$ cat src/rtl/pipes.sv
//------------------------------------------------------------------------------
// Module : pipes (package)
// Brief  : Shared types and constants for the pipeline hazard controller.
// Rev    : 1.0 - initial release
//------------------------------------------------------------------------------
`default_nettype none

package pipes;

  typedef struct packed {
    logic en;
    logic flush;
  } stage_ctrl_t;

  typedef enum logic [0:0] {
    RD_IDLE = 1'b0,
    RD_PEND = 1'b1
  } rd_state_t;

  typedef enum logic [1:0] {
    MDU_IDLE = 2'd0,
    MDU_BUSY = 2'd1,
    MDU_DONE = 2'd2
  } mdu_state_t;

  localparam logic [4:0] REG_ZERO = 5'd0;

  localparam stage_ctrl_t STAGE_RUN    = '{en: 1'b1, flush: 1'b0};
  localparam stage_ctrl_t STAGE_HOLD   = '{en: 1'b0, flush: 1'b0};
  localparam stage_ctrl_t STAGE_BUBBLE = '{en: 1'b1, flush: 1'b1};

endpackage

`default_nettype wire

$ cat src/rtl/pipe_ctrl_mdu_timer.sv
//------------------------------------------------------------------------------
// Module : pipe_ctrl_mdu_timer
// Brief  : Multi-cycle MDU occupancy timer; holds EX for exactly MDU_LAT cycles.
// Rev    : 1.0 - initial release
//------------------------------------------------------------------------------
`default_nettype none

module pipe_ctrl_mdu_timer
  import pipes::*;
#(
  parameter int MDU_LAT = 8
) (
  input  logic clk,
  input  logic reset,
  input  logic start,
  input  logic advance,
  output logic stall,
  output logic done
);

  localparam int              CNT_W   = $clog2(MDU_LAT + 1);
  localparam logic [CNT_W-1:0] C_START = CNT_W'(MDU_LAT - 1);

  mdu_state_t       state_q, state_d;
  logic [CNT_W-1:0] cnt_q, cnt_d;

  always_comb begin
    state_d = state_q;
    cnt_d   = cnt_q;
    case (state_q)
      MDU_IDLE: begin
        if (start) begin
          cnt_d   = C_START;
          state_d = (MDU_LAT <= 2) ? MDU_DONE : MDU_BUSY;
        end
      end
      MDU_BUSY: begin
        // Keeps counting even while downstream stalls hold EX
        if (!start) begin
          state_d = MDU_IDLE;
        end else begin
          cnt_d = cnt_q - CNT_W'(1);
          if (cnt_q <= CNT_W'(2)) state_d = MDU_DONE;
        end
      end
      MDU_DONE: begin
        if (advance) state_d = MDU_IDLE;
      end
      default: state_d = MDU_IDLE;
    endcase
  end

  always_ff @(posedge clk) begin
    if (reset) begin
      state_q <= MDU_IDLE;
      cnt_q   <= '0;
    end else begin
      state_q <= state_d;
      cnt_q   <= cnt_d;
    end
  end

  assign stall = start && (state_q != MDU_DONE);
  assign done  = (state_q == MDU_DONE);

endmodule

`default_nettype wire

$ cat src/rtl/pipe_ctrl.sv
//------------------------------------------------------------------------------
// Module : pipe_ctrl
// Brief  : 5-stage pipeline hazard/sequencing controller (stalls, bubbles,
//          PC redirect, pending redirect across an outstanding fetch).
//          Optional stall-cycle counters enabled by PIPE_CTRL_PERF_EN.
// Rev    : 1.0 - initial release
//------------------------------------------------------------------------------
`default_nettype none

module pipe_ctrl
  import pipes::*;
#(
  parameter int XLEN    = 64,
  parameter int MDU_LAT = 8,
  parameter int PERF_W  = 32
) (
  input  logic              clk,
  input  logic              reset,
  input  logic              imem_wait,
  input  logic              dmem_wait,
  input  logic [4:0]        id_rs1,
  input  logic [4:0]        id_rs2,
  input  logic [4:0]        ex_rd,
  input  logic              ex_is_load,
  input  logic              ex_muldiv,
  input  logic              ex_redirect,
  input  logic [XLEN-1:0]   ex_target,
  output logic              pc_en,
  output logic              pc_redirect,
  output logic [XLEN-1:0]   pc_target,
  output logic              f2d_en,
  output logic              d2e_en,
  output logic              e2m_en,
  output logic              m2w_en,
  output logic              f2d_flush,
  output logic              d2e_flush,
  output logic              e2m_flush,
  output logic              m2w_flush,
  output logic              mdu_done,
  output logic [PERF_W-1:0] perf_mem,
  output logic [PERF_W-1:0] perf_mdu,
  output logic [PERF_W-1:0] perf_lu,
  output logic [PERF_W-1:0] perf_if
);

  rd_state_t       rd_state_q, rd_state_d;
  logic [XLEN-1:0] rd_target_q, rd_target_d;

  logic        w_mdu_stall;
  logic        w_mdu_done;
  logic        w_ex_stall;
  logic        w_load_use;
  logic        w_take_redir;
  logic        w_pend_issue;
  stage_ctrl_t w_f2d, w_d2e, w_e2m, w_m2w;

  pipe_ctrl_mdu_timer #(
    .MDU_LAT (MDU_LAT)
  ) u_mdu_timer (
    .clk     (clk),
    .reset   (reset),
    .start   (ex_muldiv),
    .advance (w_e2m.en),
    .stall   (w_mdu_stall),
    .done    (w_mdu_done)
  );

  assign w_ex_stall   = dmem_wait || w_mdu_stall;
  assign w_load_use   = ex_is_load && (ex_rd != REG_ZERO) &&
                        ((ex_rd == id_rs1) || (ex_rd == id_rs2));
  assign w_take_redir = ex_redirect && !w_ex_stall;
  // A latched redirect can only go out once the fetch has returned
  assign w_pend_issue = (rd_state_q == RD_PEND) && !imem_wait && !w_ex_stall;

  always_comb begin
    w_f2d       = STAGE_RUN;
    w_d2e       = STAGE_RUN;
    w_e2m       = STAGE_RUN;
    w_m2w       = STAGE_RUN;
    pc_en       = 1'b1;
    pc_redirect = 1'b0;
    pc_target   = w_take_redir ? ex_target : rd_target_q;
    if (reset) begin
      w_f2d = STAGE_BUBBLE;
      w_d2e = STAGE_BUBBLE;
      w_e2m = STAGE_BUBBLE;
      w_m2w = STAGE_BUBBLE;
    end else if (dmem_wait) begin
      w_m2w = STAGE_BUBBLE;
      w_e2m = STAGE_HOLD;
      w_d2e = STAGE_HOLD;
      w_f2d = STAGE_HOLD;
      pc_en = 1'b0;
    end else if (w_mdu_stall) begin
      w_e2m = STAGE_BUBBLE;
      w_d2e = STAGE_HOLD;
      w_f2d = STAGE_HOLD;
      pc_en = 1'b0;
    end else if (w_take_redir || w_pend_issue) begin
      w_f2d       = STAGE_BUBBLE;
      w_d2e       = STAGE_BUBBLE;
      pc_en       = !imem_wait;
      pc_redirect = !imem_wait;
    end else if (w_load_use) begin
      w_d2e = STAGE_BUBBLE;
      w_f2d = STAGE_HOLD;
      pc_en = 1'b0;
    end else if (imem_wait) begin
      w_f2d = STAGE_BUBBLE;
      pc_en = 1'b0;
    end
  end

  always_comb begin
    rd_state_d  = rd_state_q;
    rd_target_d = rd_target_q;
    if (w_take_redir && imem_wait) begin
      rd_state_d  = RD_PEND;
      rd_target_d = ex_target;
    end else if (w_take_redir || w_pend_issue) begin
      rd_state_d = RD_IDLE;
    end
  end

  always_ff @(posedge clk) begin
    if (reset) begin
      rd_state_q  <= RD_IDLE;
      rd_target_q <= '0;
    end else begin
      rd_state_q  <= rd_state_d;
      rd_target_q <= rd_target_d;
    end
  end

  assign f2d_en    = w_f2d.en;
  assign f2d_flush = w_f2d.flush;
  assign d2e_en    = w_d2e.en;
  assign d2e_flush = w_d2e.flush;
  assign e2m_en    = w_e2m.en;
  assign e2m_flush = w_e2m.flush;
  assign m2w_en    = w_m2w.en;
  assign m2w_flush = w_m2w.flush;
  assign mdu_done  = w_mdu_done && !reset;

`ifdef PIPE_CTRL_PERF_EN
  logic [3:0]             w_win;
  logic [3:0][PERF_W-1:0] perf_q, perf_d;

  // One-hot winning stall cause: mem, mdu, load-use, imem (incl. pending redirect)
  assign w_win[0] = dmem_wait;
  assign w_win[1] = !dmem_wait && w_mdu_stall;
  assign w_win[2] = !w_ex_stall && !w_take_redir && !w_pend_issue && w_load_use;
  assign w_win[3] = !w_ex_stall && !w_take_redir && !w_pend_issue && !w_load_use &&
                    imem_wait;

  always_comb begin
    perf_d = perf_q;
    for (int i = 0; i < 4; i++) begin
      if (w_win[i] && (perf_q[i] != {PERF_W{1'b1}})) perf_d[i] = perf_q[i] + PERF_W'(1);
    end
  end

  always_ff @(posedge clk) begin
    if (reset) perf_q <= '0;
    else       perf_q <= perf_d;
  end

  assign perf_mem = perf_q[0];
  assign perf_mdu = perf_q[1];
  assign perf_lu  = perf_q[2];
  assign perf_if  = perf_q[3];
`else
  assign perf_mem = '0;
  assign perf_mdu = '0;
  assign perf_lu  = '0;
  assign perf_if  = '0;
`endif

endmodule

`default_nettype wire
$ cat config.mk
export PLATFORM = sky130hd
export DESIGN_NAME = pipe_ctrl
export DESIGN_NICKNAME = d
export VERILOG_FILES = /design/src/rtl/pipes.sv /design/src/rtl/pipe_ctrl_mdu_timer.sv /design/src/rtl/pipe_ctrl.sv
export SDC_FILE = /design/constraint.sdc
export NUM_CORES = 1
export LEC_CHECK = 0
export ABC_AREA = 1
export CORE_UTILIZATION = 35
export DETAILED_ROUTE_END_ITERATION = 10
export GPL_ROUTABILITY_DRIVEN = 0
export PLACE_DENSITY_LB_ADDON = 0.15
export SYNTH_ARGS = -nofsm -noshare
export SYNTH_HDL_FRONTEND = slang
export SYNTH_SLANG_ARGS = --single-unit
$ cat constraint.sdc
create_clock -name clk -period 3.5 [get_ports clk]
set_input_delay 0.525 -clock clk [delete_from_list [all_inputs] [get_ports clk]]
set_output_delay 0.525 -clock clk [all_outputs]
set_load 0.02 [all_outputs]
==> flow_metrics.tcl <==
set metrics [dict create \
    fin_crit_ns 3.04 \
    max_slew_margin 0.472 \
    clockRootBuffer "clkbuf_16" \
    hold_depth 2 \
    path_depth 9 \
    portBuffers 159 \
    clk_latency_ns 0.33 \
    final_hold_viol_count 0 \
    multi_input_area_um2 2150 \
    final_common_cell "clkdlybuf4s50_1" \
    period_share 0.869 \
    initial_core_util 0.361 \
    dp_hpwl_um 7780 \
    grt_overflow 0 \
    p_leak_nw 2.73 \
    power_density_nw_per_um2 364 \
    irDropWorstVdd_mv 0.160 \
    rows 41 \
    grt_antenna_before_repair 0 \
    p_total_mw 2.21 \
    postSynth.asyncResetShare 0 \
    die_h_um 116 \
    placed_cells 972 \
    cpPeakStageDelay_ns 0.66 \
    ios 289 \
    num_vias 4131 \
    layout.cells.most_common_list "clkdlybuf4s50_1, conb_1, o21ai_0" \
    drt_first_pass_iters 4 \
    end_kind "output port" \
    cts_tree "done" \
    crit_buf_inv 4 \
    vias_per_cell 4.18 \
    slew_viol_final 0 \
    ant_nets 0 \
    routed_wirelength_um 10800 \
    cts_hold_buffers 0 \
    antenna_cells 0 \
    critPathSlowestCell "clkdlybuf4s50_1" \
    cp_max_fo 60 \
    drc_errors 0 \
    reg2reg_from "u_mdu_timer.state_q[0]$_SDFFE_PP0P_" \
    die-width_um 116 \
    grt_pass1_wl_um 17000 \
    final-seq-area_um2 1420 \
    critical_path_class "in -> out" \
    nets 899 \
    cts-buffers-inserted 9 \
    worstPathRequired_ns 2.97 \
    avgSynthCellArea_um2 6.81 \
    synth_edf_count 0 \
    crit_chain "clkdlybuf4s50_1, nand2_2, nand2_4, nor2_8, inv_2, buf_12, nand2_1, o21ai_0, clkdlybuf4s50_1" \
    worst_slack_ns 0.458 \
    design_area_um2 6070 \
    core_um2 12700 \
    area_delta_synth_final_pct 32.8 \
    clkTransAtPathRegs_ns 0.06 \
    yosys.area.top_type "dfxtp_1" \
    min_to "rd_target_q[31]$_SDFFE_PP0P_" \
    worst_slew_pin_slew_ns 0.791 \
    fillCellCount 1288 \
    rrSetupSlack_ns 1.50 \
    r2r_end "rd_target_q[46]$_SDFFE_PP0P_" \
    ys_seq_area_frac 0.311 \
    cp.arrival_ns 2.52 \
    drt_iter0_drc 146 \
    ys_top_cells_by_area "dfxtp_1, buf_4, o21ai_0" \
    instances_no_fill 988 \
    routedWlPerCell_um 10.9 \
    synth_area_um2 4570 \
    setup_viol 0 \
    max_freq_mhz 329 \
    skew_ns 0.00885 \
    drive_gt1_frac 0.0515 \
    synth_seq_cells 71 \
    critical_path.top_delay_family "buffers and inverters" \
    rr_worst_depth 10 \
    final_util 0.479 \
    clockBufferDepth 2 \
    worst_setup_path_start_kind "primary input" \
    yosys_warnings 0 \
    synthCells 671 \
    placed_area_um2 5800 \
    min_path_type "reg -> reg" \
    cts_setup_buffers 0 \
    cts.sinks 71 \
    cts_resized 0 \
    hp-start "rd_target_q[31]$_SDFFE_PP0P_" \
    synthFlopType "dfxtp_1" \
    hold-worst-slack_ns 0.446 \
    fin_tns_setup_ns 0 \
    rsz0062_at_grt "no" \
    place_ws_ns 0.463 \
    design.die.area_um2 13500 \
    grt_use_total 0.159 \
    synth_top_area_share 0.311 \
    status "complete, no violations" \
    htree_levels 3 \
    crit_path_frequent_cell "clkdlybuf4s50_1" \
    max-cap-violations 0 \
    grt_pass1_vias 3704 \
    grt_max_degree 81 \
    synth_cell_types 29 \
]
==> synth_stat cells (3+ instances only) <==
master / n
inv_1: 92
nand2_2: 3
inv_2: 4
clkbuf_1: 27
nand2_1: 99
a21oi_1: 22
dfxtp_1: 71
buf_2: 4
o21ai_2: 10
buf_4: 129
nand3_1: 53
o21ai_0: 120
nor2_1: 15
==> metal layers <==
layer / wire length [um] / track usage / part of all wire
met5: 0 / 0 / 0
met2: 5260 / 0.282 / 0.49
met4: 148 / 0.0590 / 0.014
met1: 4620 / 0.181 / 0.43
met3: 783 / 0.0446 / 0.072
==> state kept, by name (all words and copies together), names as in the netlist <==
name	count
rd_state_q	1
rd_target_q	64
u_mdu_timer.cnt_q	4
u_mdu_timer.state_q	2
==> kinds of logic (layout without fill, tap and decap cells) <==
group | after synthesis | after routing | synth area share
DFF | 71 | 71 | 0.311
adders and majority gates | 2 | 2 | 0.00547
other | 2 | 129 | 0.00164
AOI/OAI and AO/OA | 158 | 158 | 0.184
buffers and inverters | 259 | 277 | 0.323
and+or+nand+nor | 176 | 176 | 0.169
xor gates and xnor gates | 3 | 3 | 0.00575
==> worst max-delay path by stage <==
stage / startpoint / endpoint / slack, ns
final: ex_muldiv / pc_target[15] / 0.46
after detailed placement: ex_muldiv / pc_target[44] / 0.46
after global routing: imem_wait / f2d_flush / 0.31
after CTS: ex_muldiv / pc_target[17] / 0.45
after floorplan: dmem_wait / pc_target[23] / 1.44
after global placement: ex_muldiv / pc_target[11] / 0.45
==> area by class of cell <==
class | count | area share
multi-input combinational | 468 | 0.354
sequential | 71 | 0.234
inverter | 96 | 0.0594
tap | 172 | 0.0354
clock inverter | 6 | 0.00598
timing repair buffer | 165 | 0.272
clock buffer | 10 | 0.0394
==> worst reg2reg max path: stages, from the launching register on <==
cell and delay (ns):
dfxtp_1 0.32, inv_2 0.05, nand2_2 0.08, nand2_2 0.07
nand2_4 0.10, nor2_8 0.04, buf_4 0.22, nand2_4 0.09
buf_4 0.61, o21ai_0 0.20, a21oi_1 0.16
==> power breakdown <==
group / total [mW] / switching (mW) / leakage, nW / internal [mW]
sequential: 0.845 / 0.0121 / 0.576 / 0.833
clock: 0.841 / 0.346 / 0.138 / 0.494
combinational: 0.523 / 0.322 / 2.02 / 0.200
Note: power is estimated with default switching activity, not from simulation.
